==> config.mk <==
export PLATFORM = sky130hd
export DESIGN_NAME = i2c_master_xfer_ctl
export DESIGN_NICKNAME = d
export VERILOG_FILES = /design/src/rtl/i2c_master_xfer_ctl.sv
export SDC_FILE = /design/constraint.sdc
export NUM_CORES = 1
export LEC_CHECK = 0
export BUFFER_PORTS_ARGS = -buffer_cell sky130_fd_sc_hd__buf_2
export CAP_MARGIN = 15
export CORE_ASPECT_RATIO = 0.75
export CORE_MARGIN = 3
export CORE_UTILIZATION = 30
export DETAILED_ROUTE_END_ITERATION = 12
export HOLD_SLACK_MARGIN = 0.06
export SYNTH_ARGS = -nofsm -noshare
export SYNTH_HDL_FRONTEND = slang
export SYNTH_SLANG_ARGS = --single-unit
==> constraint.sdc <==
create_clock -name sysclk -period 3.3 [get_ports sysclk]
set_input_delay 0.165 -clock sysclk [delete_from_list [all_inputs] [get_ports sysclk]]
set_output_delay 0.165 -clock sysclk [all_outputs]
set_load 0.03 [all_outputs]
==> src/rtl/i2c_master_xfer_ctl.sv <==
// ============================================================================
// Module   : i2c_master_xfer_ctl
// Brief    : Word-level I2C master sequencer driving an external bit controller
//            (START/RESTART, DATA_W-bit read or write, ACK phase, STOP).
// Revision : 1.0  initial release
// ============================================================================
`default_nettype none

module i2c_master_xfer_ctl #(
    parameter int DATA_W    = 8,
    parameter bit MSB_FIRST = 1'b1
) (
    input  logic              sysclk,
    input  logic              reset,
    input  logic              enable,
    input  logic              cmd_valid,
    output logic              cmd_ready,
    input  logic              cmd_start,
    input  logic              cmd_read,
    input  logic              cmd_write,
    input  logic              cmd_stop,
    input  logic              cmd_ack_n,
    input  logic [DATA_W-1:0] cmd_data,
    output logic              rsp_valid,
    output logic [DATA_W-1:0] rsp_data,
    output logic              rsp_ack,
    output logic              rsp_al,
    output logic              bus_owned,
    output logic [2:0]        bit_cmd,
    output logic              bit_din,
    input  logic              bit_done,
    input  logic              bit_dout,
    input  logic              bit_al
);

    localparam int                 c_CNT_W    = (DATA_W > 1) ? $clog2(DATA_W) : 1;
    localparam logic [c_CNT_W-1:0] c_CNT_LOAD = c_CNT_W'(DATA_W - 1);

    localparam logic [2:0] c_BC_IDLE    = 3'd0;
    localparam logic [2:0] c_BC_START   = 3'd1;
    localparam logic [2:0] c_BC_WRITE   = 3'd2;
    localparam logic [2:0] c_BC_READ    = 3'd3;
    localparam logic [2:0] c_BC_RESTART = 3'd4;
    localparam logic [2:0] c_BC_STOP    = 3'd5;

    typedef enum logic [2:0] {
        S_IDLE  = 3'd0,
        S_START = 3'd1,
        S_DATA  = 3'd2,
        S_ACK   = 3'd3,
        S_STOP  = 3'd4,
        S_DONE  = 3'd5
    } state_t;

    state_t              r_state;
    state_t              w_next;
    logic                r_read;
    logic                r_write;
    logic                r_stop;
    logic                r_ack_n;
    logic [DATA_W-1:0]   r_shift;
    logic [c_CNT_W-1:0]  r_cnt;
    logic                r_bus_owned;
    logic                r_ack_res;
    logic                r_al_res;
    logic                r_rsp_valid;
    logic [DATA_W-1:0]   r_rsp_data;
    logic                r_rsp_ack;
    logic                r_rsp_al;

    logic w_clr;
    logic w_accept;
    logic w_wr_cmd;
    logic w_tx_bit;
    logic w_rx_bit;

    assign w_clr    = reset | ~enable;
    assign w_accept = cmd_valid & cmd_ready;
    // Read takes precedence when both data directions are requested.
    assign w_wr_cmd = cmd_write & ~cmd_read;
    assign w_tx_bit = MSB_FIRST ? r_shift[DATA_W-1] : r_shift[0];
    assign w_rx_bit = r_read & bit_dout;

    assign cmd_ready = (r_state == S_IDLE) & enable & ~reset & ~r_rsp_valid;
    assign rsp_valid = r_rsp_valid;
    assign rsp_data  = r_rsp_data;
    assign rsp_ack   = r_rsp_ack;
    assign rsp_al    = r_rsp_al;
    assign bus_owned = r_bus_owned;

    always_ff @(posedge sysclk) begin
        if (w_clr) begin
            r_state <= S_IDLE;
        end else begin
            r_state <= w_next;
        end
    end

    always_comb begin
        w_next  = r_state;
        bit_cmd = c_BC_IDLE;
        bit_din = 1'b0;
        case (r_state)
            S_IDLE: begin
                if (w_accept) begin
                    if (cmd_start)                  w_next = S_START;
                    else if (cmd_read || w_wr_cmd)  w_next = S_DATA;
                    else if (cmd_stop)              w_next = S_STOP;
                    else                            w_next = S_DONE;
                end
            end
            S_START: begin
                bit_cmd = r_bus_owned ? c_BC_RESTART : c_BC_START;
                if (bit_al)                         w_next = S_DONE;
                else if (bit_done) begin
                    if (r_read || r_write)          w_next = S_DATA;
                    else if (r_stop)                w_next = S_STOP;
                    else                            w_next = S_DONE;
                end
            end
            S_DATA: begin
                bit_cmd = r_read ? c_BC_READ : c_BC_WRITE;
                bit_din = r_read ? 1'b0 : w_tx_bit;
                if (bit_al)                         w_next = S_DONE;
                else if (bit_done && r_cnt == '0)   w_next = S_ACK;
            end
            S_ACK: begin
                bit_cmd = r_read ? c_BC_WRITE : c_BC_READ;
                bit_din = r_read ? r_ack_n : 1'b0;
                if (bit_al)                         w_next = S_DONE;
                else if (bit_done)                  w_next = r_stop ? S_STOP : S_DONE;
            end
            S_STOP: begin
                bit_cmd = c_BC_STOP;
                if (bit_al || bit_done)             w_next = S_DONE;
            end
            S_DONE: begin
                w_next = S_IDLE;
            end
            default: begin
                w_next = S_IDLE;
            end
        endcase
    end

    always_ff @(posedge sysclk) begin
        if (w_clr) begin
            r_read      <= 1'b0;
            r_write     <= 1'b0;
            r_stop      <= 1'b0;
            r_ack_n     <= 1'b0;
            r_shift     <= '0;
            r_cnt       <= '0;
            r_bus_owned <= 1'b0;
            r_ack_res   <= 1'b1;
            r_al_res    <= 1'b0;
            r_rsp_valid <= 1'b0;
            r_rsp_data  <= '0;
            r_rsp_ack   <= 1'b1;
            r_rsp_al    <= 1'b0;
        end else begin
            r_rsp_valid <= 1'b0;
            case (r_state)
                S_IDLE: begin
                    if (w_accept) begin
                        r_read    <= cmd_read;
                        r_write   <= w_wr_cmd;
                        r_stop    <= cmd_stop;
                        r_ack_n   <= cmd_ack_n;
                        r_shift   <= w_wr_cmd ? cmd_data : '0;
                        r_cnt     <= c_CNT_LOAD;
                        r_ack_res <= 1'b1;
                        r_al_res  <= 1'b0;
                    end
                end
                S_DONE: begin
                    r_rsp_valid <= 1'b1;
                    r_rsp_data  <= r_read ? r_shift : '0;
                    r_rsp_ack   <= r_ack_res;
                    r_rsp_al    <= r_al_res;
                end
                default: begin
                    // Arbitration loss overrides any coincident completion.
                    if (bit_al) begin
                        r_bus_owned <= 1'b0;
                        r_al_res    <= 1'b1;
                    end else if (bit_done) begin
                        case (r_state)
                            S_START: r_bus_owned <= 1'b1;
                            S_DATA: begin
                                r_cnt <= r_cnt - c_CNT_W'(1);
                                if (MSB_FIRST) begin
                                    r_shift <= (r_shift << 1) | DATA_W'(w_rx_bit);
                                end else begin
                                    r_shift <= (r_shift >> 1) | (DATA_W'(w_rx_bit) << (DATA_W - 1));
                                end
                            end
                            S_ACK: begin
                                if (r_write) r_ack_res <= bit_dout;
                            end
                            S_STOP: r_bus_owned <= 1'b0;
                            default: ;
                        endcase
                    end
                end
            endcase
        end
    end

endmodule

`default_nettype wire

==> After elaboration in Yosys (flattened, before gate mapping) <==
Cells that the tools add are included.
{ "totals": {"wordCells": 106, "in_bits": 20, "out_inout_bits": 17, "ff_bits": 32} }
{ "classes": {"eq_ne": 11, "n_mux": 46, "bitwise_logic": 14, "n_reduce_logical": 20, "add_sub_neg": 1} }
{ "op_table": {"columns": ["op", "count"], "rows": [
  ["$mux W3", 16],
  ["$mux W8", 6],
  ["$mux W1", 16],
  ["$pmux W8 S2", 1],
  ["$pmux W3 S5", 1],
  ["$pmux W3 S4", 1],
  ["$reduce_bool A2 Y1", 6],
  ["$reduce_and A5 Y1", 2],
  ["$ne A3 B3 Y1 const B", 3],
  ["$or A8 B1 Y8", 1],
  ["$pmux W1 S2", 4],
  ["$and A1 B1 Y1", 6],
  ["$eq A3 B2 Y1 const B", 2],
  ["$eq A3 B3 Y1 const B", 2],
  ["$logic_not A3 Y1", 2],
  ["$not A1 Y1", 6],
  ["$pmux W3 S2", 1],
  ["$reduce_and A3 Y1", 2],
  ["$reduce_and A6 Y1", 1],
  ["$ne A2 B2 Y1 const B", 2],
  ["$eq A3 B1 Y1 const B", 1],
  ["$logic_or A1 B1 Y1", 3],
  ["$reduce_bool A3 Y1", 1],
  ["$sub A3 B1 Y3 const B", 1],
  ["other kinds (5)", 5]
]} }

==> Depth between registers and ports, before layout <==
Gate-level depths: netlist of run 1.
{ "logic_depth": {"word_depth": 7, "ltp_mapped": 8, "ltp_nobuf": 7} }

==> Worst setup path after synthesis of run 1 <==
OpenSTA, ideal clock, no wires.
{ "synth_timing": {"kind": "register -> output", "start": "register r_state[1]", "end": "output port cmd_ready", "setup_slack_ps": 1439, "arrival_time_ps": 1696, "path_stages_with_launch": 5, "required_time_ps": 3135, "path_buffers": 2, "path_cell_list": "dfxtp_1 or3_1 buf_2 buf_2 nor3_1"} }
{ "synth_via": {"elab_chain_len": 4} }
{ "synth_lines": {"columns": ["element", "line", "source"], "rows": [
  ["start: declaration", "55", "state_t r_state;"],
  ["start signal: assignment", "95", "r_state <= w_next;"],
  ["$logic_not A3 Y1", "84", "assign cmd_ready = (r_state == S_IDLE) & enable & ~reset & ~r_rsp_valid;"],
  ["$and A1 B1 Y1 (3 in a row)", "84", null],
  ["end: declaration", "17", "output logic cmd_ready,"]
]} }
Every way passes these cells.

==> Worst setup path in the final report of run 1 <==
{ "layout_timing": {"start": "register r_state[0]", "end": "output port cmd_ready"} }
The elaborated chain is that of the path after synthesis.

==> results of run 1 <==
[cell families (layout without fill, tap and decap cells)]
| group | Yosys count | after routing |
|---|---|---|
| AND/OR/NAND/NOR | 97 | 97 |
| XOR/XNOR | 1 | 1 |
| multiplexers | 4 | 4 |
| flip-flops | 32 | 32 |
| adder cells (fa/ha/maj) | 2 | 2 |
| AO/OA/AOI/OAI | 47 | 47 |
| buffers and inverters | 23 | 51 |
[cell usage in the layout (no fill, tap or decap), types with 4 or more instances in the layout]
cell,count
a21oi_1,19
a311oi_2,8
buf_2,36
clkbuf_8,5
dfxtp_1,32
inv_1,5
mux2i_1,4
nand2_1,28
nand3_1,23
nor2_1,20
nor2b_1,5
[power groups by stage]
stage          combinational (mW)  sequential, mW  clock (mW)
2_1_floorplan              0.0570           0.402           0
3_3_place_gp               0.0744           0.405           0
3_5_place_dp               0.0747           0.405           0
4_1_cts                    0.0751           0.396       0.289
5_1_grt                    0.0828           0.397       0.312
6_report                   0.0753           0.397       0.285
[layer usage]
layer / vias to the layer above / part of all wire (%)
li1: 788 / -
met1: 730 / 55
met2: 39 / 39
met3: 5 / 5.4
met4: 0 / 0.71
met5: - / 0
[registers in the layout (all words and copies together) (netlist names)]
register	cells
bus_owned	1
r_ack_n	1
r_ack_res	1
r_al_res	1
r_cnt	3
r_read	1
r_shift	8
r_state	3
r_stop	1
r_write	1
rsp_ack	1
rsp_al	1
rsp_data	8
rsp_valid	1
[worst max-delay path: stages, from the launching register on]
cell	delay [ns]
dfxtp_1	0.52
or3_1	0.66
nor3_1	0.25
buf_2	0.23
[metrics by stage]
step	util (%)	hold WS [ns]	power [mW]	worst slack (ns)	std cells
2_1_floorplan	-	0.291	0.459	1.44	206
3_3_place_gp	34.9	0.410	0.479	1.35	302
3_5_place_dp	34.9	0.435	0.480	1.27	302
4_1_cts	36.3	0.137	0.760	1.17	309
5_1_grt	36.3	0.156	0.791	1.04	309
6_report	36.3	0.129	0.757	1.18	309
[worst min-delay path by stage]
stage / startpoint / to / slack [ns] / depth (start not counted)
global route: cmd_ack_n / r_ack_n$_SDFFE_PP0P_ / 0.16 / 3
detailed placement: cmd_ack_n / r_ack_n$_SDFFE_PP0P_ / 0.43 / 3
global placement: cmd_ack_n / r_ack_n$_SDFFE_PP0P_ / 0.41 / 3
floorplan: reset / r_ack_res$_SDFFE_PP1P_ / 0.29 / 2
CTS: cmd_ack_n / r_ack_n$_SDFFE_PP0P_ / 0.14 / 3
finish: cmd_ack_n / r_ack_n$_SDFFE_PP0P_ / 0.13 / 3
[cell type report]
| type | instances | area share, % |
|---|---|---|
| inverter | 6 | 1.14 |
| sequential | 32 | 32.4 |
| multi-input combinational | 151 | 47.8 |
| tap | 75 | 4.75 |
| clock buffer | 6 | 3.68 |
| timing repair buffer | 38 | 9.89 |
| clock inverter | 1 | 0.253 |
==> results.md, run 1 <==
* Status: finished, final reports clean
* CTS clk-pin slew, worst paths at 0.07 ns
* Routed wire length per instance at 14.1 um
* Num ports at 37
* Nets at 256
* Cell with the most instances after synthesis: dfxtp_1
* Number of synthesized flops with an enable pin at 0
* Worst EP required at 3.13 ns
* Gpl congestion at 0.809
* Clock Sinks at 32
* Die W at 93.5 um
* CTS Hold Bufs at 0
* Register bit total from synthesis at 32
* Final Slew Violations at 0
* Gr usage total at 13.4%
* Startpoint types: flip-flop
* Vias per cell at 5.06
* Cell taking the most area after synthesis: dfxtp_1
* Sequential-to-total area share from yosys stat at 37.2%
* 1st-iter DRT viols at 95
* CTS root buf: clkbuf_8
* Net Count, Synth at 228
* Fillers at 565
* Fin. Hold Viols at 0
* Endpoint class of the critical path: primary output
* Share of layout cells above drive strength 1 at 27.4%
* Antenna diodes at 0
* Origin of the worst setup path: r_state[0]$_SDFFE_PP0P_
* ANT nets after route at 0
* Power Internal at 0.563 mW
* Global-route wire length before repair at 7090 um
* Period minus WS final at 2.12 ns
* Worst Setup EP: cmd_ready
* Total number of vias at 1,562
* Rel. slew slack at 52.8%
* Mean Syn Cell Area at 8.36 um2
* DRC violations left at 0
* Synth Area in Compound Gates at 21.7%
* Arrival time worst endpoint at 1.95 ns
* Hold WC Path Type: input port to flip-flop
* Slew @ Worst Pin at 0.709 ns
* Routing usage on met1 at 21.7%
* Worst R2R Setup Slack at 1.24 ns
* RR Startpoint: r_state[0]$_SDFFE_PP0P_
* Reg2reg end: r_shift[6]$_SDFFE_PP0P_
* Leakage at 0.742 nW
* Number of global-route vias before repair at 1,447
* Met3 Use GR at 3.99%
* Multi-input gate area at 945 um2
* Final wirelength at 4340 um
* Cells after Synth at 206
* Sw power at 0.194 mW
* Die Y at 71.6 um
* Dpl cell area at 1900 um2
* Post-Synth XOR/XNOR Area at 0.509%
* Simple-gate portion of the synthesized area at 28.9%
* Area growth from synthesis to layout at 14.7%
* Post-CTS Setup Bufs at 0
* FF+latch area at 641 um2
* Leading post-synthesis cells by cell area: dfxtp_1 (37%), a311oi_2 (7.0%), nand3_1 (6.7%)
* Num rows at 23
* Total congestion overflow at 0
* Antenna violations before repair at 0
* Design area at 1970 um2
* Multiplexer share of the synthesized area at 2.33%
* Htree depth at 2
* Setup total negative slack at 0 ns
* Ys flop type: dfxtp_1
* Synth warn at 0
* Drt first pass iters at 4
* Cell variety after synth at 47
* Critical path class: flip-flop to primary output
* Sw frac at 25.6%
* PwrDens at 383 nW/um2
* Hpwl dp at 3090 um
* FMAX at 472 MHz
* Clock power share at 37.6%
* Starting Density at 31.7%
* Gate power share at 10.0%
* Setup Viol. Count Final at 0
* Reg2reg path depth at 5
* Syn Std Cell Area at 1720 um2
* Clock Path Buffers at 2
* Maximum VDD drop at 0.000187 V
* GR peak layer: met1
* Synth Area in Adders at 1.45%
* Die Area at 6690 um2
* Main combinational cell family by area after synthesis: simple AND/OR/NAND/NOR gates
* Reg power frac at 52.4%
* CTS tree: yes
* Skew-Pair Late Insertion Delay at 0.28 ns
* # port buffers at 36
* Met2 Use GR at 16.7%
* Final Cycle Share at 64.2%
* Worst-path fanout max at 20
* Asr flop ratio synth at 0%
* Post-synth top cells: dfxtp_1 (32), nand2_1 (28), nand3_1 (23)
* Fin Clk Skew at 0.00915 ns
* Pin count of the biggest net entering global routing at 28
* RSZ-0062 raised after global routing: no
* Core area at 5440 um2
* Number of gates resized after cts at 0
* Number of max-cap violations at 0
* CTS Buf Count at 5
* Share of the synthesized area in the top cell type at 37.2%
Power figures use the tool's default switching activity.
==> inputs of run 2 (changes only) <==
==> constraint.sdc (replaced) <==
create_clock -name sysclk -period 1.85 [get_ports sysclk]
set_input_delay 0.0925 -clock sysclk [delete_from_list [all_inputs] [get_ports sysclk]]
set_output_delay 0.0925 -clock sysclk [all_outputs]
set_load 0.03 [all_outputs]
==> run 2 against run 1 <==
Effect of this change: sequential share of layout area shrank 1.8 points; design area increased by 6.1%; critical path depth up 2; critical path type unchanged.
==> results.md, run 2 (synthesis results as in run 1) <==
* Status: finished, final reports clean
* Nets at 265 (+3.5%)
* Final worst slack at 0.0941 ns (-1.09 ns)
* Leakage at 0.803 nW (+8.2%)
* Clock Path Buffers at 2 (unchanged)
* Period minus WS final at 1.76 ns
* Critical path class: flip-flop to primary output
* Total congestion overflow at 0 (unchanged)
* Slowest-stage cell, CP: dfxtp_1
* Routing usage on met1 at 21.6% (-0.14 points)
* Worst R2R Setup Slack at 0.30 ns (-0.94 ns)
* CTS root buf: clkbuf_8
* ANT nets after route at 0 (unchanged)
* Worst-path fanout max at 11 (-45%)
* Htree depth at 2 (unchanged)
* Origin of the worst setup path: r_state[0]$_SDFFE_PP0P_
* Gr usage total at 13.5% (+0.12 points)
* Final wirelength at 4370 um (+0.53%)
* Total number of vias at 1,576 (+0.90%)
* CTS clk-pin slew, worst paths at 0.07 ns (about the same)
* # port buffers at 36 (unchanged)
* Placed insts at 310 (+2.6%)
* Die Y at 71.6 um (unchanged)
* Hold WC Path Type: input port to flip-flop
* Final Slew Violations at 0 (unchanged)
* Vias per cell at 4.94 (-2.3%)
* Worst EP required at 1.76 ns (-1.37 ns)
* Fin. Hold Viols at 0 (unchanged)
* Rel. slew slack at 71.5% (+19 points)
* Commonest non-fill, non-tap cells in the layout: buf_2 (36), dfxtp_1 (31), nand2_1 (28), nand3_1 (23), nor2_1 (20)
* Global-route wire length before repair at 7160 um (+0.87%)
* Starting Density at 31.7% (unchanged)
* Reg2reg end: rsp_data[3]$_SDFFE_PP0P_
* Die Area at 6690 um2 (unchanged)
* Final Cycle Share at 94.9%
* FMAX at 570 MHz
* Share of layout cells above drive strength 1 at 31.1% (+3.8 points)
* Met3 Use GR at 3.67% (-0.31 points)
* Startpoint types: flip-flop
* Num ports at 37 (unchanged)
* Antenna diodes at 0 (unchanged)
* Maximum VDD drop at 0.000351 V (+87%)
* PwrDens at 726 nW/um2 (+89%)
* Cells along the critical path: buf_4, xor2_1, a21oi_1, o22ai_1, buf_2
* CTS tree: yes
* Routed wire length per instance at 13.7 um (-2.6%)
* Reg2reg path depth at 4 (-1)
* RR Startpoint: r_state[0]$_SDFFE_PP0P_
* Endpoint class of the critical path: primary output
* Non-Filler Instances at 319 (+3.2%)
* Pin count of the biggest net entering global routing at 24 (-14%)
* Setup Viol. Count Final at 0 (unchanged)
* 1st-iter DRT viols at 75 (-21%)
* DRC violations left at 0 (unchanged)
* Place WS at 0.169 ns (-1.11 ns)
* Clock Sinks at 32 (unchanged)
* Arrival time worst endpoint at 1.66 ns (-0.29 ns)
* Commonest non-fill, non-tap cell in the layout: buf_2
* Fillers at 571 (+1.1%)
* Number of max-cap violations at 0 (unchanged)
* Num rows at 23 (unchanged)
* Slew @ Worst Pin at 0.426 ns (-0.282 ns)
* Drt first pass iters at 4 (unchanged)
* GR peak layer: met1
* CTS Buf Count at 5 (unchanged)
* Antenna violations before repair at 0 (unchanged)
* Die W at 93.5 um (unchanged)
* Met2 Use GR at 17.5% (+0.79 points)
* Core area at 5440 um2 (unchanged)
* Skew-Pair Late Insertion Delay at 0.29 ns (about the same)
* Gpl congestion at 0.769 (-4.9%)
* Hpwl dp at 3190 um (+3.0%)
* Worst Setup EP: bit_cmd[0]
* RSZ-0062 raised after global routing: yes
* Area growth from synthesis to layout at 21.7%
* Number of global-route vias before repair at 1,383 (-4.4%)
* Max incr delay on CP at 0.54 ns (-0.12 ns)
* Fin Clk Skew at 0.0111 ns (+0.00198 ns)
run 2: critical path: cells and delay by family (launching register included):
kind | cells | cell delay [ns]
xor+xnor | 1 | 0.15
compound gates | 2 | 0.23
buf+inv | 2 | 0.46
flops | 1 | 0.54
run 2: how the worst min path moves through the flow:
| stage | to | slack (ns) | from | cells after the start |
|---|---|---|---|---|
| floorplan | r_ack_res$_SDFFE_PP1P_ | 0.22 | reset | 2 |
| global placement | r_ack_n$_SDFFE_PP0P_ | 0.34 | cmd_ack_n | 3 |
| detailed placement | r_ack_n$_SDFFE_PP0P_ | 0.35 | cmd_ack_n | 3 |
| CTS | r_ack_res$_SDFFE_PP1P_ | 0.08 | bit_dout | 3 |
| global route | r_stop$_SDFFE_PP0P_ | 0.08 | cmd_stop | 3 |
| finish | r_ack_res$_SDFFE_PP1P_ | 0.08 | bit_dout | 3 |
run 2: through the flow:
| step | power (mW) | hold slack, ns | area, um2 | utilization [%] | TNS, ns |
|---|---|---|---|---|---|
| detailed placement | 0.866 | 0.348 | 1970 | 36.2 | 0 |
| global route | 1.59 | 0.0782 | 2100 | 38.5 | -0.000158 |
| global placement | 0.865 | 0.342 | 1970 | 36.2 | 0 |
| finish | 1.52 | 0.0811 | 2100 | 38.5 | 0 |
| floorplan | 0.819 | 0.218 | 1720 | - | 0 |
| CTS | 1.53 | 0.0783 | 2090 | 38.4 | 0 |
run 2: layout make-up:
class | instances | area (um2) | share of cell area, %
Multi-Input combinational cell | 151 | 952 | 45.4
Clock inverter | 2 | 35.0 | 1.67
Sequential cell | 32 | 642 | 30.6
Timing Repair Buffer | 47 | 278 | 13.3
Inverter | 6 | 22.5 | 1.07
Tap cell | 75 | 93.8 | 4.48
Clock buffer | 6 | 72.6 | 3.46
run 2: what timing repair did:
item                       in CTS  in global routing
gates resized for setup         0                  3
setup buffers                   0                  0
hold buffers                    1                  0
hold endpoints to repair        1                  0
setup endpoints to repair       0                  1
run 2: where the power goes:
group	internal, mW	switching [mW]	leakage, nW	total, mW
clock network	0.400	0.268	0.0552	0.668
logic	0.0613	0.0876	0.489	0.149
registers	0.697	0.00817	0.259	0.705
total	1.16	0.364	0.803	1.52
run 2: metal layers:
metal	vias to the layer above	part of all wire [%]
li1	801	-
met1	723	54
met2	45	38
met3	7	6.0
met4	0	1.1
met5	-	0
